**config.mk**
```make
export PLATFORM = sky130hd
export DESIGN_NAME = banco_registradores_param_flat
export DESIGN_NICKNAME = d
export VERILOG_FILES = /design/src/rtl/banco_registradores_param_if.sv /design/src/rtl/banco_registradores_param.sv /design/src/flat_wrapper.sv
export SDC_FILE = /design/constraint.sdc
export NUM_CORES = 1
export LEC_CHECK = 0
export ABC_CLOCK_PERIOD_IN_PS = 4200
export BUFFER_PORTS_ARGS = -buffer_cell sky130_fd_sc_hd__buf_2
export CORE_UTILIZATION = 25
export DETAILED_ROUTE_END_ITERATION = 7
export PLACE_DENSITY = 0.47
export SLEW_MARGIN = 10
export SYNTH_ARGS = -nofsm -noshare
export SYNTH_HDL_FRONTEND = slang
export SYNTH_SLANG_ARGS = --single-unit
```
**constraint.sdc**
```tcl
create_clock -name Clock -period 4.2 [get_ports Clock]
set_input_delay 0.21 -clock Clock [delete_from_list [all_inputs] [get_ports Clock]]
set_output_delay 0.21 -clock Clock [all_outputs]
set_load 0.03 [all_outputs]
```
**src/rtl/banco_registradores_param_if.sv**
```systemverilog
// Port bundle for banco_registradores_param: read ports, register write,
// reservation (scoreboard) and boolean-flag access.
interface banco_registradores_param_if #(
    parameter int WIDTH = 8,
    parameter int ADDR  = 3,
    parameter int BADDR = 2
);
    logic               Halt;
    logic [ADDR-1:0]    RegLido1;
    logic [ADDR-1:0]    RegLido2;
    logic [WIDTH-1:0]   Dado1;
    logic [WIDTH-1:0]   Dado2;
    logic               Ocupado1;
    logic               Ocupado2;
    logic               EscreveReg;
    logic [ADDR-1:0]    RegEscrito;
    logic [WIDTH-1:0]   DadoEscrito;
    logic               Reserva;
    logic [ADDR-1:0]    RegReservado;
    logic               ReservaOk;
    logic [ADDR:0]      NumOcupados;
    logic [BADDR-1:0]   BoolLido1;
    logic [BADDR-1:0]   BoolLido2;
    logic               DadoBool1;
    logic               DadoBool2;
    logic               EscreveBool;
    logic [BADDR-1:0]   BoolEscrito;
    logic               DadoBoolEscrito;

    modport master (
        output Halt, RegLido1, RegLido2, EscreveReg, RegEscrito, DadoEscrito,
               Reserva, RegReservado, BoolLido1, BoolLido2, EscreveBool,
               BoolEscrito, DadoBoolEscrito,
        input  Dado1, Dado2, Ocupado1, Ocupado2, ReservaOk, NumOcupados,
               DadoBool1, DadoBool2
    );

    modport slave (
        input  Halt, RegLido1, RegLido2, EscreveReg, RegEscrito, DadoEscrito,
               Reserva, RegReservado, BoolLido1, BoolLido2, EscreveBool,
               BoolEscrito, DadoBoolEscrito,
        output Dado1, Dado2, Ocupado1, Ocupado2, ReservaOk, NumOcupados,
               DadoBool1, DadoBool2
    );
endinterface

```
**src/rtl/banco_registradores_param.sv**
```systemverilog
// Register file with write bypass, per-register busy (reservation) bits,
// a registered busy count, and a small boolean-flag bank.
module banco_registradores_param #(
    parameter int WIDTH = 8,
    parameter int ADDR  = 3,
    parameter int BADDR = 2
) (
    input  logic                        Clock,
    input  logic                        Reset,
    banco_registradores_param_if.slave  bus
);
    localparam int DEPTH = 2 ** ADDR;
    localparam int NBOOL = 2 ** BADDR;

    logic [WIDTH-1:0] bancoR [DEPTH];
    logic [DEPTH-1:0] busyR;
    logic [NBOOL-1:0] flagR;
    logic [ADDR:0]    countR;

    logic             writeEffS;
    logic             boolEffS;
    logic             sameWrResS;
    logic             grantS;
    logic             incS;
    logic             decS;
    logic [WIDTH-1:0] dado1S;
    logic [WIDTH-1:0] dado2S;
    logic             ocupado1S;
    logic             ocupado2S;
    logic             dadoBool1S;
    logic             dadoBool2S;

    // Qualify writes/reservations and derive the busy-count delta.
    // During reset nothing is effective, so outputs reflect stored state only.
    always_comb begin
        writeEffS  = bus.EscreveReg & ~bus.Halt & Reset;
        boolEffS   = bus.EscreveBool & ~bus.Halt & Reset;
        sameWrResS = writeEffS & (bus.RegEscrito == bus.RegReservado);
        grantS     = bus.Reserva & ~bus.Halt & Reset &
                     (~busyR[bus.RegReservado] | sameWrResS);
        // Count rises only on a 0->1 transition; a write to a busy register
        // that is re-reserved in the same cycle leaves the bit (and count) at 1.
        incS       = grantS & ~busyR[bus.RegReservado];
        decS       = writeEffS & busyR[bus.RegEscrito] & ~(grantS & sameWrResS);
    end

    // Register read ports with same-cycle write bypass and stall flags.
    always_comb begin
        if (writeEffS && (bus.RegEscrito == bus.RegLido1)) begin
            dado1S    = bus.DadoEscrito;
            ocupado1S = 1'b0;
        end else begin
            dado1S    = bancoR[bus.RegLido1];
            ocupado1S = busyR[bus.RegLido1];
        end
        if (writeEffS && (bus.RegEscrito == bus.RegLido2)) begin
            dado2S    = bus.DadoEscrito;
            ocupado2S = 1'b0;
        end else begin
            dado2S    = bancoR[bus.RegLido2];
            ocupado2S = busyR[bus.RegLido2];
        end
    end

    // Flag read ports with same-cycle write bypass.
    always_comb begin
        if (boolEffS && (bus.BoolEscrito == bus.BoolLido1)) begin
            dadoBool1S = bus.DadoBoolEscrito;
        end else begin
            dadoBool1S = flagR[bus.BoolLido1];
        end
        if (boolEffS && (bus.BoolEscrito == bus.BoolLido2)) begin
            dadoBool2S = bus.DadoBoolEscrito;
        end else begin
            dadoBool2S = flagR[bus.BoolLido2];
        end
    end

    // State update: reset wins over everything, Halt freezes all state.
    always_ff @(posedge Clock) begin
        if (!Reset) begin
            for (int i = 0; i < DEPTH; i++) begin
                bancoR[i] <= '0;
            end
            busyR  <= '0;
            flagR  <= '0;
            countR <= '0;
        end else if (!bus.Halt) begin
            if (writeEffS) begin
                bancoR[bus.RegEscrito] <= bus.DadoEscrito;
                busyR[bus.RegEscrito]  <= 1'b0;
            end
            // Placed after the write clear so a same-address grant leaves busy=1.
            if (grantS) begin
                busyR[bus.RegReservado] <= 1'b1;
            end
            if (boolEffS) begin
                flagR[bus.BoolEscrito] <= bus.DadoBoolEscrito;
            end
            countR <= countR + {{ADDR{1'b0}}, incS} - {{ADDR{1'b0}}, decS};
        end else begin
            countR <= countR;
        end
    end

    assign bus.Dado1       = dado1S;
    assign bus.Dado2       = dado2S;
    assign bus.Ocupado1    = ocupado1S;
    assign bus.Ocupado2    = ocupado2S;
    assign bus.ReservaOk   = grantS;
    assign bus.NumOcupados = countR;
    assign bus.DadoBool1   = dadoBool1S;
    assign bus.DadoBool2   = dadoBool2S;
endmodule

```
**src/flat_wrapper.sv**
```systemverilog
// flat-port wrapper written by rule: the top's interface ports become plain ports
module banco_registradores_param_flat 
#(
    parameter int WIDTH = 8,
    parameter int ADDR  = 3,
    parameter int BADDR = 2
)
  (Clock, Reset, bus_Halt, bus_RegLido1, bus_RegLido2, bus_EscreveReg, bus_RegEscrito, bus_DadoEscrito, bus_Reserva, bus_RegReservado, bus_BoolLido1, bus_BoolLido2, bus_EscreveBool, bus_BoolEscrito, bus_DadoBoolEscrito, bus_Dado1, bus_Dado2, bus_Ocupado1, bus_Ocupado2, bus_ReservaOk, bus_NumOcupados, bus_DadoBool1, bus_DadoBool2);
  banco_registradores_param_if #(.WIDTH(WIDTH), .ADDR(ADDR), .BADDR(BADDR)) bus_i ();
  input  logic Clock;
  input  logic Reset;
  input wire logic [$bits(bus_i.Halt)-1:0] bus_Halt;
  input wire logic [$bits(bus_i.RegLido1)-1:0] bus_RegLido1;
  input wire logic [$bits(bus_i.RegLido2)-1:0] bus_RegLido2;
  input wire logic [$bits(bus_i.EscreveReg)-1:0] bus_EscreveReg;
  input wire logic [$bits(bus_i.RegEscrito)-1:0] bus_RegEscrito;
  input wire logic [$bits(bus_i.DadoEscrito)-1:0] bus_DadoEscrito;
  input wire logic [$bits(bus_i.Reserva)-1:0] bus_Reserva;
  input wire logic [$bits(bus_i.RegReservado)-1:0] bus_RegReservado;
  input wire logic [$bits(bus_i.BoolLido1)-1:0] bus_BoolLido1;
  input wire logic [$bits(bus_i.BoolLido2)-1:0] bus_BoolLido2;
  input wire logic [$bits(bus_i.EscreveBool)-1:0] bus_EscreveBool;
  input wire logic [$bits(bus_i.BoolEscrito)-1:0] bus_BoolEscrito;
  input wire logic [$bits(bus_i.DadoBoolEscrito)-1:0] bus_DadoBoolEscrito;
  output wire logic [$bits(bus_i.Dado1)-1:0] bus_Dado1;
  output wire logic [$bits(bus_i.Dado2)-1:0] bus_Dado2;
  output wire logic [$bits(bus_i.Ocupado1)-1:0] bus_Ocupado1;
  output wire logic [$bits(bus_i.Ocupado2)-1:0] bus_Ocupado2;
  output wire logic [$bits(bus_i.ReservaOk)-1:0] bus_ReservaOk;
  output wire logic [$bits(bus_i.NumOcupados)-1:0] bus_NumOcupados;
  output wire logic [$bits(bus_i.DadoBool1)-1:0] bus_DadoBool1;
  output wire logic [$bits(bus_i.DadoBool2)-1:0] bus_DadoBool2;
  assign bus_i.Halt = bus_Halt;
  assign bus_i.RegLido1 = bus_RegLido1;
  assign bus_i.RegLido2 = bus_RegLido2;
  assign bus_i.EscreveReg = bus_EscreveReg;
  assign bus_i.RegEscrito = bus_RegEscrito;
  assign bus_i.DadoEscrito = bus_DadoEscrito;
  assign bus_i.Reserva = bus_Reserva;
  assign bus_i.RegReservado = bus_RegReservado;
  assign bus_i.BoolLido1 = bus_BoolLido1;
  assign bus_i.BoolLido2 = bus_BoolLido2;
  assign bus_i.EscreveBool = bus_EscreveBool;
  assign bus_i.BoolEscrito = bus_BoolEscrito;
  assign bus_i.DadoBoolEscrito = bus_DadoBoolEscrito;
  assign bus_Dado1 = bus_i.Dado1;
  assign bus_Dado2 = bus_i.Dado2;
  assign bus_Ocupado1 = bus_i.Ocupado1;
  assign bus_Ocupado2 = bus_i.Ocupado2;
  assign bus_ReservaOk = bus_i.ReservaOk;
  assign bus_NumOcupados = bus_i.NumOcupados;
  assign bus_DadoBool1 = bus_i.DadoBool1;
  assign bus_DadoBool2 = bus_i.DadoBool2;
  banco_registradores_param #(.WIDTH(WIDTH), .ADDR(ADDR), .BADDR(BADDR)) u_core (.Clock(Clock), .Reset(Reset), .bus(bus_i));
endmodule
```
==> results of run 1 <==
## kinds of logic after synthesis
| group | Yosys count |
|---|---|
| AND/OR/NAND/NOR | 146 |
| flip-flops | 80 |
| multiplexers | 72 |
| AO/OA/AOI/OAI | 40 |
| buffers and inverters | 34 |
| XOR/XNOR | 14 |
| adder cells (fa/ha/maj) | 5 |
## layout by cell type, fill, tap and decap left out, drive strengths merged, types with 2 or more instances in the layout
cell type,count
nor2b,8
nor2,8
nor3b,4
clkbuf,10
nand3,3
nand4,2
o211ai,2
nand2,30
clkinv,2
mux2,2
dfxtp,16
o22ai,7
o21ai,25
nor4,4
inv,12
nor3,7
a31oi,2
nand3b,4
buf,67
edfxtp,64
mux2i,31
a21oi,2
nand2b,6
xor2,13
ha,4
mux4,39
and2,65
## worst max-delay path, stage by stage
cell      delay [ns]
buf_2           0.36
nand3b_2        0.25
nor4_4          0.81
o21ai_0         0.32
buf_2           0.26
## flip-flops by register name (all words and copies together), names as in the netlist
signal / count
u_core.busyR: 8
u_core.bancoR: 64
u_core.bus.NumOcupados: 4
u_core.flagR: 4
## area by class of cell
type	count	area share [%]
tap	265	5.745
sequential	80	38.85
clock buffer	10	3.967
multi-input combinational	277	43.59
timing repair buffer	67	6.243
clock inverter	4	0.8238
inverter	12	0.7804
## routing by layer
layer	global-route usage, %	vias to the layer above	part of all wire, %
met2	24.23	95	50
met3	2.850	12	5.7
met1	17.65	1639	43
li1	-	1573	-
met4	3.792	0	1.1
met5	0	-	0
## Yosys cell counts, types with 4 or more instances
cell      count  share of area [%]
o22ai_1       7               0.88
nand2b_1      6               0.76
xor2_1       13                2.3
nor2_1        8               0.61
nor2b_1       8                1.0
inv_1        12               0.91
nand2_1      30                2.3
buf_2         9               0.91
buf_4         5               0.76
o21ai_0      22                2.2
mux4_2       39                 18
nor3b_1       4               0.61
ha_1          4                1.0
mux2i_1      31                6.3
nor3_1        6               0.61
buf_6         5                1.1
edfxtp_1     64                 39
dfxtp_1      16                6.5
and2_1       65                8.2
## power by group through the flow
stage	clock network [mW]	logic [mW]	registers, mW
global placement	0	0.338	0.931
finish	0.754	0.334	0.917
global route	0.798	0.361	0.923
floorplan	0	0.228	0.930
CTS	0.773	0.341	0.918
detailed placement	0	0.341	0.934
## per-stage QoR
stage | hold slack [ns] | cells | cell area (sq um) | worst slack [ns] | power (mW)
6_report | 0.2228 | 715 | 5772 | 1.762 | 2.005
5_1_grt | 0.2413 | 715 | 5772 | 1.532 | 2.083
4_1_cts | 0.2125 | 715 | 5772 | 1.775 | 2.032
3_5_place_dp | 0.4763 | 701 | 5495 | 1.480 | 1.275
3_3_place_gp | 0.4559 | 701 | 5495 | 1.569 | 1.269
2_1_floorplan | 0.3762 | 391 | 4954 | 1.763 | 1.158
## path summary, 6_finish.rpt
check,from,end,cells past startpoint,slack (ns)
max,Reset,bus_Dado2[3],5,1.76
min,bus_DadoBoolEscrito,u_core.flagR[2]$_SDFFE_PN0P_,3,0.22
max reg2reg,u_core.busyR[3]$_SDFFE_PN0N_,u_core.bus.NumOcupados[2]$_SDFFE_PN0N_,11,1.81
min reg2reg,u_core.bus.NumOcupados[3]$_SDFFE_PN0N_,u_core.bus.NumOcupados[3]$_SDFFE_PN0N_,2,0.49
==> impl_metrics.yaml, run 1 <==
die:
  die_w_microns: 142.8
  ios: 58
  die_h_microns: 142.8
  rows: 51
  coreArea_sq_um: 19460
  dieArea_sq_um: 20380
  start_util_pct: 25.45
sta:
  setup_viol: 0
  tightest_slew_ns: 0.8359
  rsz0062_at_grt: "no"
  clock_skew_ns: 0.003544
  fin_setup_tns_ns: 0
  period_share_pct: 58.04
  slew_violations: 0
  finalHoldViolCount: 0
  relSlewSlack_pct: 43.85
  fmax_mhz: 410.2
  period_needed_ns: 2.438
logic_synthesis:
  synthXorXnorAreaFrac_pct: 2.475
  synth_edf_count: 64
  synth_mux_area_share_pct: 24.45
  synth_nets: 429
  synth-simple-area-share_pct: 17.66
  synth_top_family_by_area: "multiplexers"
  netlist_area_sq_um: 4954
  yosysUniqueCellTypes: 42
  synth_warnings: 0
  syn_area_per_cell_sq_um: 12.67
  async_flop_share_pct: 0
  ys.flop_type: "edfxtp_1"
  synth-compound-area-share_pct: 4.799
  seq_area_frac_synth_pct: 45.26
  syn_inst: 391
  yosys_register_bits: 80
  synthAdderAreaFrac_pct: 1.414
clock_tree:
  cts-root-buf: "clkbuf_16"
  cts_setup_buffers: 0
  clk_pin_slew_ns: 0.06
  cts_tree: "yes"
  cts-buffers-inserted: 9
  postCtsHoldBufs: 0
  clk_latency_ns: 0.33
  cts_resized: 0
  clock-sinks: 80
  htree_num_levels: 3
  clk_path_buf_depth: 2
detailed_routing:
  viasPerCell: 4.642
  wl_microns: 13450
  drt_iter0_drc: 179
  vias: 3319
  antenna_left: 0
  post_drt_wl_per_cell_microns: 18.81
  drtPass1Iterations: 4
  remaining_drc_errors: 0
flow_run:
  max_cap_viol_count: 0
final_layout:
  multiInputGateArea_sq_um: 2516
  num_antenna_cells: 0
  fill_cells: 2023
  utilization_pct: 29.66
  area_delta_synth_final_pct: 16.52
  drive_above_1_share_pct: 28.44
  nNetsFinal: 485
  seqCellArea_sq_um: 2242
worst_setup_path:
  worstPathMaxFanout: 27
  path_class: "in -> out"
  end_kind: "primary output"
  crit_arrival_ns: 2.23
  startpoint_type: "primary input"
  crit_required_ns: 3.99
placement:
  place_congestion: 0.7643
  io_buffer_count: 57
  hpwl_microns: 9541
power_and_ir_drop:
  power_leakage_nw: 2.065
  swShare_pct: 26.34
  p_per_area_nw_per_um2: 347.5
  peakVddDrop_mv: 0.1813
  p_int_mw: 1.477
  p_comb_share_pct: 16.7
  clockPowerShare_pct: 37.6
  p_seq_share_pct: 45.7
  power_switching_mw: 0.5283
grt:
  grt_pass1_wl_microns: 20600
  antenna_found_initial: 0
  track_usage_pct: 14.00
  grt_pass1_vias: 3505
  grt_max_degree: 28
  grt-ovfl-total: 0
hold_path:
  worstHoldPathType: "in -> reg"
status:
  status: "completed"
Note: power is estimated with default switching activity, not from simulation.
==> run 2: changes to the inputs <==
--- a/config.mk
+++ b/config.mk
@@ -5,7 +5,7 @@
 export SDC_FILE = /design/constraint.sdc
 export NUM_CORES = 1
 export LEC_CHECK = 0
-export ABC_CLOCK_PERIOD_IN_PS = 4200
+export ABC_CLOCK_PERIOD_IN_PS = 2400
 export BUFFER_PORTS_ARGS = -buffer_cell sky130_fd_sc_hd__buf_2
 export CORE_UTILIZATION = 25
 export DETAILED_ROUTE_END_ITERATION = 7
==> constraint.sdc (replaced) <==
create_clock -name Clock -period 2.4 [get_ports Clock]
set_input_delay 0.12 -clock Clock [delete_from_list [all_inputs] [get_ports Clock]]
set_output_delay 0.12 -clock Clock [all_outputs]
set_load 0.03 [all_outputs]
==> run 2 against run 1 <==
  * Die area did not move
  * Cell count rose by 3.1%
  * Sequential share of layout area fell by 1.7 points
  * Critical path depth rose by 5
  * Global-route usage rose by 0.66 points
  * Register-to-register slack got worse by 1.6 ns
  * Clock skew barely moved
  * Wire length rose by 3.4%
  * Sequential power rose by 74%
  * Non-clock buffer count rose by 20
  * Flip-flop and latch count did not move
  * Largest power group unchanged
==> impl_metrics.yaml, run 2 (same netlist as run 1, synthesis figures left out) <==
die:
  dieArea_sq_um: 20380
  die_w_microns: 142.8
  coreArea_sq_um: 19460
  ios: 58
  die_h_microns: 142.8
  start_util_pct: 25.45
  rows: 51
placement:
  hpwl_microns: 10080
  place_congestion: 0.8236
  dp_cells: 719
  place_area_sq_um: 5655
  io_buffer_count: 57
  pre_cts_ws_ns: 0.06908
final_layout:
  nNetsFinal: 505
  area_delta_synth_final_pct: 22.28
  fill_cells: 1972
  final_common_cell: "and2_1"
  final_cell_mix: "and2_1, edfxtp_1, buf_2"
  largestRegisters: "u_core.bancoR (64), u_core.busyR (8)"
  regMostFlops: "u_core.bancoR"
  drive_above_1_share_pct: 34.96
  instances_no_fill: 737
  num_antenna_cells: 0
  fin_area_sq_um: 6057
  largest_reg_flops: 64
worst_setup_path:
  end_kind: "flop"
  startpoint_type: "flop"
  crit_required_ns: 2.64
  crit_arrival_ns: 2.48
  path_class: "reg -> reg"
  worstPathMaxFanout: 5
sta:
  period_needed_ns: 2.240
  clock_skew_ns: 0.003956
  fmax_mhz: 446.4
  setup_viol: 0
  period_share_pct: 93.33
  finalHoldViolCount: 0
  slew_violations: 0
  relSlewSlack_pct: 54.48
  setup_slack_ns: 0.1601
  fin_setup_tns_ns: 0
  rsz0062_at_grt: "no"
  tightest_slew_ns: 0.6803
clock_tree:
  clk_pin_slew_ns: 0.06
  cts_tree: "yes"
  cts-buffers-inserted: 9
  htree_num_levels: 3
  clk_path_buf_depth: 2
  cts-root-buf: "clkbuf_16"
  clock-sinks: 80
  clk_latency_ns: 0.35
power_and_ir_drop:
  p_per_area_nw_per_um2: 621.8
  p_total_mw: 3.766
  peakVddDrop_mv: 0.3402
  power_leakage_nw: 2.197
detailed_routing:
  drt_iter0_drc: 174
  vias: 3439
  wl_microns: 13900
  remaining_drc_errors: 0
  drtPass1Iterations: 4
  post_drt_wl_per_cell_microns: 18.87
  viasPerCell: 4.666
  antenna_left: 0
grt:
  grt-ovfl-total: 0
  antenna_found_initial: 0
  grt_pass1_vias: 3604
  track_usage_pct: 14.65
  grt_pass1_wl_microns: 21600
  grt_max_degree: 27
status:
  status: "completed"
flow_run:
  max_cap_viol_count: 0
hold_path:
  worstHoldPathType: "in -> reg"
run 2: path summary, 6_finish.rpt:
check                                                       startpoint                                endpoint  slack, ns  depth (start not counted)
worst min-delay path                               bus_DadoBoolEscrito            u_core.flagR[3]$_SDFFE_PN0P_       0.12                          3
worst min register to register  u_core.bus.NumOcupados[3]$_SDFFE_PN0N_  u_core.bus.NumOcupados[3]$_SDFFE_PN0N_       0.48                          2
worst max register to register            u_core.busyR[0]$_SDFFE_PN0N_  u_core.bus.NumOcupados[1]$_SDFFE_PN0N_       0.16                         10
worst max-delay path                      u_core.busyR[0]$_SDFFE_PN0N_  u_core.bus.NumOcupados[1]$_SDFFE_PN0N_       0.16                         10
run 2: metal layers:
metal,global-route usage (%),routed length [microns],vias up
met5,0,0,-
met1,18.80,6264,1694
met2,24.82,6679,114
met3,3.052,735,16
met4,4.188,225,0
li1,-,-,1615
run 2: final cells by class:
type / instances / area (sq um) / area share (%)
inverter: 12 / 45.04 / 0.7436
multi-input combinational: 277 / 2567 / 42.39
timing repair buffer: 87 / 535.5 / 8.841
tap: 265 / 331.6 / 5.474
sequential: 80 / 2251 / 37.16
clock inverter: 7 / 101.3 / 1.673
clock buffer: 9 / 225.2 / 3.718
run 2: power by group:
group          total [mW]  switching, mW  internal, mW
combinational       0.631          0.375         0.256
sequential           1.60         0.0365          1.56
clock                1.53          0.610         0.924
total                3.77           1.02          2.75
run 2: worst max-delay path, stage by stage (launching register included):
cell and delay [ns]:
dfxtp_1 0.40, mux2i_1 0.10, o21ai_1 0.14, o21ai_1 0.09
a221oi_2 0.29, ha_2 0.31, inv_2 0.07, ha_4 0.14
fa_2 0.42, mux2i_1 0.13, nor2b_1 0.06
run 2: what timing repair did:
action | 4_1_cts | 5_1_grt
setup endpoints to repair | 0 | 3
gates resized for setup | 0 | 20
hold buffers | 0 | 0
buffers inserted | 0 | 2
run 2: through the flow:
stage | util [%] | hold WS, ns
after floorplan | - | 0.2862
after global placement | 29.06 | 0.4519
after detailed placement | 29.06 | 0.4593
after CTS | 30.74 | 0.1030
after global routing | 31.12 | 0.1551
final | 31.12 | 0.1185
